$ cat config.mk
export PLATFORM = sky130hd
export DESIGN_NAME = sprite_regfile_flat
export DESIGN_NICKNAME = d
export VERILOG_FILES = /design/src/rtl/sprite_regfile_if.sv /design/src/rtl/sprite_regfile.sv /design/src/flat_wrapper.sv
export SDC_FILE = /design/constraint.sdc
export NUM_CORES = 1
export LEC_CHECK = 0
export BUFFER_PORTS_ARGS = -buffer_cell sky130_fd_sc_hd__clkbuf_2
export CAP_MARGIN = 5
export CORE_ASPECT_RATIO = 1.25
export CORE_MARGIN = 2
export CORE_UTILIZATION = 40
export DETAILED_ROUTE_END_ITERATION = 10
export PLACE_DENSITY = 0.64
export SLEW_MARGIN = 15
export SYNTH_ARGS = -nofsm -noshare
export SYNTH_HDL_FRONTEND = slang
export SYNTH_SLANG_ARGS = --single-unit
$ cat constraint.sdc
create_clock -name clk -period 2.1 [get_ports clk]
set_input_delay 0.105 -clock clk [delete_from_list [all_inputs] [get_ports clk]]
set_output_delay 0.105 -clock clk [all_outputs]
set_load 0.02 [all_outputs]
$ cat src/rtl/sprite_regfile_if.sv
// CPU-side register window bus for the sprite register bank.
// Latency: rdata is registered one clock after a read strobe.
// Backpressure: none, the bank accepts an access every clock.
interface sprite_regfile_if;
    logic        cs;
    logic        we;
    logic [5:0]  addr;
    logic [15:0] wdata;
    logic [15:0] rdata;

    modport master (
        output cs,
        output we,
        output addr,
        output wdata,
        input  rdata
    );

    modport slave (
        input  cs,
        input  we,
        input  addr,
        input  wdata,
        output rdata
    );
endinterface

$ cat src/rtl/sprite_regfile.sv
// Sprite shadow/active register bank with frame-synchronous atomic commit.
// Latency: reads 1 clk; active outputs update 2 clks after vsync rises while armed.
// Backpressure: none, every access completes; SPRITE_CLAMP_EN clamps positions to the 640x480 area.
module sprite_regfile #(
    parameter int unsigned SHIP_X0   = 100,
    parameter int unsigned SHIP_Y0   = 400,
    parameter int unsigned PLANET_X0 = 312,
    parameter int unsigned PLANET_Y0 = 40
) (
    input  logic                 clk,
    input  logic                 rst_n,
    sprite_regfile_if.slave      bus,
    input  logic                 vsync_i,
    output logic                 commit_pending_o,
    output logic [15:0]          frame_cnt_o,
    output logic [15:0]          spaceship_x_o,
    output logic [15:0]          spaceship_y_o,
    output logic [15:0]          planet_x_o,
    output logic [15:0]          planet_y_o,
    output logic [15:0]          spaceship_bitmap_o [0:15],
    output logic [15:0]          planet_bitmap_o    [0:15]
);

    typedef enum logic [1:0] {
        IDLE   = 2'd0,
        ARMED  = 2'd1,
        COMMIT = 2'd2
    } state_t;

    localparam logic [5:0] A_SHIP_X   = 6'h00;
    localparam logic [5:0] A_SHIP_Y   = 6'h01;
    localparam logic [5:0] A_PLANET_X = 6'h02;
    localparam logic [5:0] A_PLANET_Y = 6'h03;
    localparam logic [5:0] A_CTRL     = 6'h04;
    localparam logic [5:0] A_STATUS   = 6'h05;

    // Horizontal positions limited so a 16-pixel sprite stays inside 640 columns,
    // vertical ones so it stays inside 480 lines.
    function automatic logic [15:0] clamp_x(input logic [15:0] v);
`ifdef SPRITE_CLAMP_EN
        return (v > 16'd624) ? 16'd624 : v;
`else
        return v;
`endif
    endfunction

    function automatic logic [15:0] clamp_y(input logic [15:0] v);
`ifdef SPRITE_CLAMP_EN
        return (v > 16'd464) ? 16'd464 : v;
`else
        return v;
`endif
    endfunction

    state_t      state_q, state_d;
    logic        pending_q;
    logic        vsync_q;
    logic [15:0] frame_cnt_q;
    logic [15:0] rdata_q, rdata_d;

    logic [15:0] ship_x_sh_q, ship_y_sh_q, planet_x_sh_q, planet_y_sh_q;
    logic [15:0] ship_x_q, ship_y_q, planet_x_q, planet_y_q;
    logic [15:0] ship_bmp_sh_q   [0:15];
    logic [15:0] planet_bmp_sh_q [0:15];
    logic [15:0] ship_bmp_q      [0:15];
    logic [15:0] planet_bmp_q    [0:15];

    logic wr_en, rd_en, ctrl_wr, commit_req, abort_req, vs_rise;

    assign wr_en      = bus.cs && bus.we;
    assign rd_en      = bus.cs && !bus.we;
    assign ctrl_wr    = wr_en && (bus.addr == A_CTRL);
    // A commit request with the abort bit also set is treated as an abort, never an arm.
    assign commit_req = ctrl_wr && bus.wdata[0] && !bus.wdata[1];
    assign abort_req  = ctrl_wr && bus.wdata[1];
    assign vs_rise    = vsync_i && !vsync_q;

    // Next-state logic; abort is checked before vs_rise so it wins a same-cycle race.
    always_comb begin
        state_d = state_q;
        unique case (state_q)
            IDLE:    if (commit_req) state_d = ARMED;
            ARMED: begin
                if (abort_req)    state_d = IDLE;
                else if (vs_rise) state_d = COMMIT;
            end
            COMMIT:  state_d = commit_req ? ARMED : IDLE;
            default: state_d = IDLE;
        endcase
    end

    // State, pending flag, vsync edge detector and frame counter.
    always_ff @(posedge clk or negedge rst_n) begin
        if (!rst_n) begin
            state_q     <= IDLE;
            pending_q   <= 1'b0;
            vsync_q     <= 1'b0;
            frame_cnt_q <= '0;
        end else begin
            state_q   <= state_d;
            pending_q <= (state_d != IDLE);
            vsync_q   <= vsync_i;
            if (vs_rise) frame_cnt_q <= frame_cnt_q + 16'd1;
        end
    end

    // Software writes land in the shadow copies only.
    always_ff @(posedge clk or negedge rst_n) begin
        if (!rst_n) begin
            ship_x_sh_q   <= 16'(SHIP_X0);
            ship_y_sh_q   <= 16'(SHIP_Y0);
            planet_x_sh_q <= 16'(PLANET_X0);
            planet_y_sh_q <= 16'(PLANET_Y0);
            for (int i = 0; i < 16; i++) begin
                ship_bmp_sh_q[i]   <= '0;
                planet_bmp_sh_q[i] <= '0;
            end
        end else if (wr_en) begin
            case (bus.addr)
                A_SHIP_X:   ship_x_sh_q   <= clamp_x(bus.wdata);
                A_SHIP_Y:   ship_y_sh_q   <= clamp_y(bus.wdata);
                A_PLANET_X: planet_x_sh_q <= clamp_x(bus.wdata);
                A_PLANET_Y: planet_y_sh_q <= clamp_y(bus.wdata);
                default: begin
                    if (bus.addr[5:4] == 2'b01) ship_bmp_sh_q[bus.addr[3:0]]   <= bus.wdata;
                    if (bus.addr[5:4] == 2'b10) planet_bmp_sh_q[bus.addr[3:0]] <= bus.wdata;
                end
            endcase
        end
    end

    // Active copies take the whole shadow set at once, as it stood before this edge.
    always_ff @(posedge clk or negedge rst_n) begin
        if (!rst_n) begin
            ship_x_q   <= 16'(SHIP_X0);
            ship_y_q   <= 16'(SHIP_Y0);
            planet_x_q <= 16'(PLANET_X0);
            planet_y_q <= 16'(PLANET_Y0);
            for (int i = 0; i < 16; i++) begin
                ship_bmp_q[i]   <= '0;
                planet_bmp_q[i] <= '0;
            end
        end else if (state_q == COMMIT) begin
            ship_x_q   <= ship_x_sh_q;
            ship_y_q   <= ship_y_sh_q;
            planet_x_q <= planet_x_sh_q;
            planet_y_q <= planet_y_sh_q;
            for (int i = 0; i < 16; i++) begin
                ship_bmp_q[i]   <= ship_bmp_sh_q[i];
                planet_bmp_q[i] <= planet_bmp_sh_q[i];
            end
        end
    end

    // Read mux: shadow values or STATUS; CTRL and unmapped addresses read as zero.
    always_comb begin
        rdata_d = '0;
        case (bus.addr)
            A_SHIP_X:   rdata_d = ship_x_sh_q;
            A_SHIP_Y:   rdata_d = ship_y_sh_q;
            A_PLANET_X: rdata_d = planet_x_sh_q;
            A_PLANET_Y: rdata_d = planet_y_sh_q;
            A_STATUS:   rdata_d = {frame_cnt_q[14:0], pending_q};
            default: begin
                if (bus.addr[5:4] == 2'b01) rdata_d = ship_bmp_sh_q[bus.addr[3:0]];
                if (bus.addr[5:4] == 2'b10) rdata_d = planet_bmp_sh_q[bus.addr[3:0]];
            end
        endcase
    end

    // Read data register holds its value between read strobes.
    always_ff @(posedge clk or negedge rst_n) begin
        if (!rst_n)     rdata_q <= '0;
        else if (rd_en) rdata_q <= rdata_d;
    end

    assign bus.rdata          = rdata_q;
    assign commit_pending_o   = pending_q;
    assign frame_cnt_o        = frame_cnt_q;
    assign spaceship_x_o      = ship_x_q;
    assign spaceship_y_o      = ship_y_q;
    assign planet_x_o         = planet_x_q;
    assign planet_y_o         = planet_y_q;
    assign spaceship_bitmap_o = ship_bmp_q;
    assign planet_bitmap_o    = planet_bmp_q;

endmodule
$ cat src/flat_wrapper.sv
// flat-port wrapper written by rule: the top's interface ports become plain ports
module sprite_regfile_flat 
#(
    parameter int unsigned SHIP_X0   = 100,
    parameter int unsigned SHIP_Y0   = 400,
    parameter int unsigned PLANET_X0 = 312,
    parameter int unsigned PLANET_Y0 = 40
)
  (clk, rst_n, vsync_i, commit_pending_o, frame_cnt_o, spaceship_x_o, spaceship_y_o, planet_x_o, planet_y_o, spaceship_bitmap_o, planet_bitmap_o, bus_cs, bus_we, bus_addr, bus_wdata, bus_rdata);
  sprite_regfile_if bus_i ();
  input  logic clk;
  input  logic rst_n;
  input  logic vsync_i;
  output logic commit_pending_o;
  output logic [15:0] frame_cnt_o;
  output logic [15:0] spaceship_x_o;
  output logic [15:0] spaceship_y_o;
  output logic [15:0] planet_x_o;
  output logic [15:0] planet_y_o;
  output logic [15:0] spaceship_bitmap_o[0:15];
  output logic [15:0] planet_bitmap_o[0:15];
  input wire logic [$bits(bus_i.cs)-1:0] bus_cs;
  input wire logic [$bits(bus_i.we)-1:0] bus_we;
  input wire logic [$bits(bus_i.addr)-1:0] bus_addr;
  input wire logic [$bits(bus_i.wdata)-1:0] bus_wdata;
  output wire logic [$bits(bus_i.rdata)-1:0] bus_rdata;
  assign bus_i.cs = bus_cs;
  assign bus_i.we = bus_we;
  assign bus_i.addr = bus_addr;
  assign bus_i.wdata = bus_wdata;
  assign bus_rdata = bus_i.rdata;
  sprite_regfile #(.SHIP_X0(SHIP_X0), .SHIP_Y0(SHIP_Y0), .PLANET_X0(PLANET_X0), .PLANET_Y0(PLANET_Y0)) u_core (.clk(clk), .rst_n(rst_n), .bus(bus_i), .vsync_i(vsync_i), .commit_pending_o(commit_pending_o), .frame_cnt_o(frame_cnt_o), .spaceship_x_o(spaceship_x_o), .spaceship_y_o(spaceship_y_o), .planet_x_o(planet_x_o), .planet_y_o(planet_y_o), .spaceship_bitmap_o(spaceship_bitmap_o), .planet_bitmap_o(planet_bitmap_o));
endmodule
==> results.py, run 1 <==
metrics = {
    "outcome": {
        "outcome": "complete, no violations",
    },
    "worst_setup_path": {
        "rr_startpoint": "u_core.ship_bmp_sh_q[84]$_DFFE_PN0P_",
        "slowest_delay_ps": 670,
        "r2r-end": "u_core.bus.rdata[4]$_DFFE_PN0P_",
        "crit_family": "simple AND/OR/NAND/NOR gates",
        "cp-start-kind": "primary input",
        "end_kind": "register",
        "path_cells": "dlygate4sd3_1 > clkbuf_2 > or3b_2 > a21oi_1 > nand3_1 > buf_12 > nand4_1 > o221a_2",
        "reg2regPathDepth": 4,
        "crit_type": "primary input to register",
        "crit_slowest_cell": "or3b_2",
        "cp_max_fo": 16,
        "worstPathArrival_ps": 2730,
        "r2r_slack_ps": 270,
        "path_buf_inv": 3,
        "worstPathRequired_ps": 2790,
    },
    "logic_synthesis": {
        "synthCells": 3210,
        "synth-edff-count": 0,
        "yosys.area_share.adder_pct": 0.02544,
        "ys_top_cells_by_count": "dfrtp_1, mux2_2, mux2i_1, clkbuf_1, nand2_1",
        "synth_top_family_by_area": "multiplexers",
        "synth_seq_cells": 1188,
        "yosysTopAreaCellShare_pct": 59.22,
        "synth_cell_types": 45,
        "yosys.area_share.simple_pct": 2.447,
        "synth_xor_area_share_pct": 0.2671,
        "syn_area_per_cell_sq_um": 15.32,
        "yosysMostFrequentCell": "dfrtp_1",
        "yosysTopAreaCell": "dfrtp_1",
        "async_flop_share_pct": 100.0,
        "ys.flop_type": "dfrtp_1",
        "synth-compound-area-share_pct": 1.880,
        "synth_nets": 3238,
        "synth_area_sq_um": 49180,
        "yosysSeqAreaShare_pct": 60.50,
        "yosys-top-cells-area": "dfrtp_1, mux2_2, mux2i_1, mux4_2, dfstp_2",
        "synth.area.mux_share_pct": 32.89,
        "synth_warnings": 0,
    },
    "clock_network": {
        "cts_tree": "built",
        "postCtsSetupRepairBufs": 0,
        "clock_latency_ps": 760,
        "cts_num_sinks": 1188,
        "htreeDepth": 3,
        "clk_transition_reported_paths_ps": 70,
        "cts_made_buffers": 118,
        "cts_root_buf": "clkbuf_16",
        "clock_path_buffers": 3,
    },
    "sta": {
        "max_freq_ghz": 0.4913,
        "skew_ps": 29.26,
        "finalCriticalPeriod_ps": 2035,
        "period_share_pct": 96.92,
        "setup_viol": 0,
        "worst_slew_pin_slew_ps": 1073,
        "maxSlewHeadroom_pct": 28.43,
        "hold_violations": 0,
        "finalMaxSlewViolations": 0,
        "rsz0062_at_grt": "false",
    },
    "power_and_ir_drop": {
        "ir_drop_v": 0.0007301,
        "p_leak_nw": 31.30,
        "p_seq_share_pct": 49.6,
        "power_frac_comb_pct": 8.1,
        "p_sw_share_pct": 24.91,
        "p_int_mw": 37.92,
        "pwr-share-clk_pct": 42.3,
        "powerDensity_nw_per_um2": 836.1,
        "p_sw_mw": 12.58,
    },
    "floorplan": {
        "core_sq_um": 121800,
        "fp.dieH_microns": 396.1,
        "initial_core_util_pct": 40.37,
        "fp-row-count": 143,
        "die_width_microns": 317.6,
        "io_pins": 636,
        "dieArea_sq_um": 125800,
    },
    "cells_and_area": {
        "seqCellArea_sq_um": 29760,
        "area_growth_syn_to_layout_pct": 22.80,
        "multiInputGateArea_sq_um": 18510,
        "diodes": 0,
        "fin_cells": 5673,
        "utilization_pct": 49.57,
        "drive_gt1_share_pct": 57.04,
        "fillCellCount": 10570,
        "nets": 4011,
    },
    "routing": {
        "vias_per_cell": 5.447,
        "vias": 30900,
        "drc": 0,
        "wl_microns": 163400,
        "first_pass_iters": 5,
        "ant_nets": 0,
        "drt-initial-drc-count": 2272,
        "wl_per_cell_microns": 28.81,
    },
    "global_routing": {
        "grt_start_max_net_pins": 84,
        "antenna_found_initial": 2,
        "grt_pass1_wl_microns": 234300,
        "grt_usage_pct": 25.74,
        "grt_overflow": 0,
        "grt_pass1_vias": 31540,
    },
    "place": {
        "io_buffer_count": 635,
        "placedCellCount": 5446,
        "dp_hpwl_microns": 120600,
        "gp_congestion": 0.8759,
    },
    "hold_path": {
        "whs_path_depth": 2,
        "whs_endpoint": "u_core.vsync_q$_DFF_PN0_",
        "min_path_type": "primary input to register",
        "min-delay-start": "vsync_i",
    },
    "job": {
        "maxCapViolations": 0,
    },
}
## power groups by stage
stage | combinational (mW) | sequential (mW) | clock (mW)
6_report | 4.09 | 25.0 | 21.4
5_1_grt | 4.40 | 25.1 | 22.7
4_1_cts | 4.14 | 25.0 | 21.8
3_5_place_dp | 4.09 | 25.4 | 0
3_3_place_gp | 4.03 | 25.4 | 0
2_1_floorplan | 1.96 | 25.1 | 0
## layout make-up
class / instances / area share, %
Clock buffer: 182 / 5.852
Timing Repair Buffer: 883 / 10.37
Clock inverter: 33 / 0.5511
Tap cell: 1595 / 3.304
Sequential cell: 1188 / 49.27
Multi-Input combinational cell: 1792 / 30.65
## how the worst max path moves through the flow
stage                start                                    end  depth (start not counted)
6_report       bus_addr[5]        u_core.bus.rdata[5]$_DFFE_PN0P_                          8
3_3_place_gp        bus_cs  u_core.ship_bmp_sh_q[118]$_DFFE_PN0P_                          8
3_5_place_dp        bus_cs  u_core.ship_bmp_sh_q[117]$_DFFE_PN0P_                          8
2_1_floorplan  bus_addr[0]   u_core.ship_bmp_sh_q[69]$_DFFE_PN0P_                          7
4_1_cts        bus_addr[5]  u_core.ship_bmp_sh_q[117]$_DFFE_PN0P_                          8
5_1_grt        bus_addr[5]        u_core.bus.rdata[5]$_DFFE_PN0P_                          8
## state kept, by name, indices dropped and copies added (netlist names)
signal and count:
u_core.bus.rdata 16, u_core.commit_pending_o 1, u_core.frame_cnt_o 16, u_core.planet_bitmap_o 256
u_core.planet_bmp_sh_q 256, u_core.planet_x_o 16, u_core.planet_x_sh_q 16, u_core.planet_y_o 16
u_core.planet_y_sh_q 16, u_core.ship_bmp_sh_q 256, u_core.ship_x_sh_q 16, u_core.ship_y_sh_q 16
u_core.spaceship_bitmap_o 256, u_core.spaceship_x_o 16, u_core.spaceship_y_o 16, u_core.state_q 2
u_core.vsync_q 1
## repair_timing
item,4_1_cts,5_1_grt
endpoints found under the setup margin,0,1
hold buffers,12,0
resized for setup,0,1
endpoints found under the hold margin,1276,0
## kinds of logic (layout without fill, tap and decap cells)
group | count (synthesis) | in the layout
adders and majority gates | 1 | 1
muxes | 1407 | 1407
xor gates and xnor gates | 15 | 15
buffers and inverters | 230 | 1098
AOI/OAI and AO/OA | 129 | 129
DFF | 1188 | 1188
and+or+nand+nor | 240 | 240
## stage by stage
| stage | setup WS (ps) | TNS, ps | area (sq um) | power, mW | hold WS [ps] |
|---|---|---|---|---|---|
| final | 64.76 | 0 | 60400 | 50.50 | 62.21 |
| after global placement | -213.9 | -18470 | 56390 | 29.44 | 101.9 |
| after floorplan | 248.8 | 0 | 49180 | 27.10 | -190.6 |
| after CTS | 174.8 | 0 | 60390 | 50.95 | 2.334 |
| after global routing | 136.5 | 0 | 60400 | 52.26 | 37.49 |
| after detailed placement | -241.0 | -21070 | 56390 | 29.53 | 99.20 |
## layout by cell type, fill, tap and decap left out, types with 10 or more instances in the layout
cell type | synthesis | routed
clkbuf_8 | 0 | 32
dfrtp_1 | 1164 | 1164
mux2i_1 | 202 | 202
dlygate4sd3_1 | 0 | 11
nand3_1 | 56 | 56
clkbuf_1 | 149 | 31
nor2_1 | 29 | 22
buf_4 | 7 | 145
mux2_2 | 1143 | 1143
a22oi_1 | 46 | 46
clkinv_2 | 0 | 16
a21oi_1 | 46 | 46
buf_12 | 0 | 93
nor2_2 | 14 | 20
clkbuf_2 | 0 | 631
o32ai_1 | 16 | 16
mux4_2 | 52 | 52
mux2_1 | 10 | 10
dfstp_2 | 24 | 24
nand4_1 | 22 | 22
xnor2_1 | 10 | 10
nand2_1 | 81 | 81
o221a_2 | 14 | 14
clkbuf_16 | 0 | 119
## layer usage
layer | vias to the layer above | track usage, % | part of all wire (%)
met4 | 2 | 8.223 | 3.2
met1 | 16560 | 33.34 | 42
met5 | - | 0 | 0.0092
li1 | 13190 | - | -
met2 | 945 | 41.53 | 48
met3 | 210 | 7.611 | 7.5
Note: power is estimated with default switching activity, not from simulation.
==> inputs of run 2 (changes only) <==
--- a/config.mk
+++ b/config.mk
@@ -11,7 +11,7 @@
 export CORE_MARGIN = 2
 export CORE_UTILIZATION = 40
 export DETAILED_ROUTE_END_ITERATION = 10
-export PLACE_DENSITY = 0.64
+export PLACE_DENSITY = 0.63
 export SLEW_MARGIN = 15
 export SYNTH_ARGS = -nofsm -noshare
 export SYNTH_HDL_FRONTEND = slang
==> constraint.sdc (replaced) <==
create_clock -name clk -period 2.55 [get_ports clk]
set_input_delay 0.1275 -clock clk [delete_from_list [all_inputs] [get_ports clk]]
set_output_delay 0.1275 -clock clk [all_outputs]
set_load 0.02 [all_outputs]
==> results.py, run 2 (synthesis gave the netlist of run 1 again) <==
metrics = {
    "worst_setup_path": {
        "cp_max_fo": 46,
        "worstPathArrival_ps": 3000,
        "worstPathRequired_ps": 3170,
        "end_kind": "register",
        "crit_type": "primary input to register",
        "cp-start-kind": "primary input",
    },
    "cells_and_area": {
        "multiInputGateArea_sq_um": 18500,
        "seqCellArea_sq_um": 29760,
        "utilization_pct": 48.67,
        "layout_common_cells": "dfrtp_1, mux2_2, clkbuf_2",
        "fillCellCount": 10670,
        "layout_commonest_cell": "dfrtp_1",
        "drive_gt1_share_pct": 56.15,
        "nets": 3925,
        "area_growth_syn_to_layout_pct": 20.57,
    },
    "floorplan": {
        "initial_core_util_pct": 40.37,
        "core_sq_um": 121800,
        "fp-row-count": 143,
        "dieArea_sq_um": 125800,
        "die_width_microns": 317.6,
        "fp.dieH_microns": 396.1,
        "io_pins": 636,
    },
    "clock_network": {
        "cts_made_buffers": 119,
        "clock_latency_ps": 760,
        "htreeDepth": 3,
        "clk_transition_reported_paths_ps": 60,
        "cts_num_sinks": 1188,
        "clock_path_buffers": 3,
        "cts_resized": 0,
        "cts_tree": "built",
        "cts_root_buf": "clkbuf_16",
        "postCtsSetupRepairBufs": 0,
    },
    "sta": {
        "max_freq_ghz": 0.4211,
        "period_share_pct": 93.13,
        "maxSlewHeadroom_pct": 22.44,
        "finalSetupTns_ps": 0,
        "skew_ps": 32.67,
        "hold_violations": 0,
        "finalMaxSlewViolations": 0,
        "finalCriticalPeriod_ps": 2375,
        "setup_viol": 0,
        "rsz0062_at_grt": "false",
        "worst_slew_pin_slew_ps": 1163,
    },
    "global_routing": {
        "grt_pass1_wl_microns": 233800,
        "grt_start_max_net_pins": 119,
        "grt_usage_pct": 25.66,
        "grt_pass1_vias": 31300,
        "grt_overflow": 0,
        "antenna_found_initial": 3,
    },
    "outcome": {
        "outcome": "complete, no violations",
    },
    "routing": {
        "drc": 0,
        "wl_microns": 162800,
        "ant_nets": 0,
        "drt-initial-drc-count": 2042,
        "wl_per_cell_microns": 29.09,
        "vias_per_cell": 5.470,
        "first_pass_iters": 4,
        "vias": 30620,
    },
    "place": {
        "dp_hpwl_microns": 117400,
        "io_buffer_count": 635,
        "gp_congestion": 0.8587,
    },
    "job": {
        "maxCapViolations": 0,
    },
    "hold_path": {
        "min_path_type": "primary input to register",
    },
    "power_and_ir_drop": {
        "powerDensity_nw_per_um2": 706.2,
        "p_leak_nw": 30.76,
        "ir_drop_v": 0.0006222,
    },
}
## run 2: cell types whose count changed in the layout (fill, tap and decap cells not counted), sizes merged, moves of 3 or more
cell / previous run / this run
dlygate4sd3: 11 / 6
clkinv: 17 / 25
clkbuf: 813 / 810
bufinv: 5 / 10
buf: 241 / 160
inv: 7 / 4
## run 2: layout make-up
class                           count  share of cell area, %
Clock buffer                      180                  5.868
Tap cell                         1595                  3.365
Clock inverter                     44                 0.9473
Timing Repair Buffer              796                  8.431
Antenna cell                        2               0.008440
Multi-Input combinational cell   1792                  31.20
Sequential cell                  1188                  50.18
## run 2: per-layer routing
layer	vias up	routed length [microns]	GRT usage [%]
li1	13020	-	-
met3	200	11150	6.712
met1	16460	69520	34.00
met2	941	76610	40.84
met5	-	0	0
met4	0	5519	9.014
## run 2: through the flow
stage | std cells | instance area (sq um) | hold slack (ps) | setup slack (ps) | total power [mW]
2_1_floorplan | 3210 | 49180 | -168.1 | 676.3 | 22.31
3_3_place_gp | 5364 | 55180 | 133.9 | 174.0 | 24.03
3_5_place_dp | 5364 | 55180 | 131.0 | 152.7 | 24.11
4_1_cts | 5595 | 59300 | 17.64 | 302.5 | 42.29
5_1_grt | 5595 | 59300 | 67.55 | 218.4 | 43.35
6_report | 5597 | 59300 | 99.00 | 175.3 | 41.88
## run 2: where the power goes
group	switching, mW	leakage, nW	total [mW]	internal (mW)
logic	1.81	12.5	3.14	1.32
registers	0.879	16.3	20.6	19.7
clock network	7.67	1.98	18.1	10.4
## run 2: critical path, stage by stage
cell and delay (ps):
dlygate4sd3_1 630, buf_8 290, buf_12 350, mux4_2 590, mux2i_1 500, nor2_1 150
o221a_2 260
## run 2: worst paths after layout
| check | start | endpoint | slack [ps] | depth (start not counted) |
|---|---|---|---|---|
| max reg2reg | u_core.planet_bmp_sh_q[59]$_DFFE_PN0P_ | u_core.bus.rdata[11]$_DFFE_PN0P_ | 610 | 4 |
| min | bus_we | u_core.bus.rdata[0]$_DFFE_PN0P_ | 100 | 5 |
| min in group asynchronous | rst_n | u_core.ship_bmp_sh_q[2]$_DFFE_PN0P_ | 190 | 3 |
| min reg2reg | u_core.vsync_q$_DFF_PN0_ | u_core.state_q[1]$_DFF_PN0_ | 460 | 1 |
| max | bus_addr[0] | u_core.bus.rdata[11]$_DFFE_PN0P_ | 180 | 7 |
| max in group asynchronous | rst_n | u_core.planet_x_o[5]$_DFFE_PN1N_ | 1690 | 4 |
## run 2: repair_timing
action,CTS,global route
endpoints found under the setup margin,0,0
hold buffers,7,0
endpoints found under the hold margin,723,0
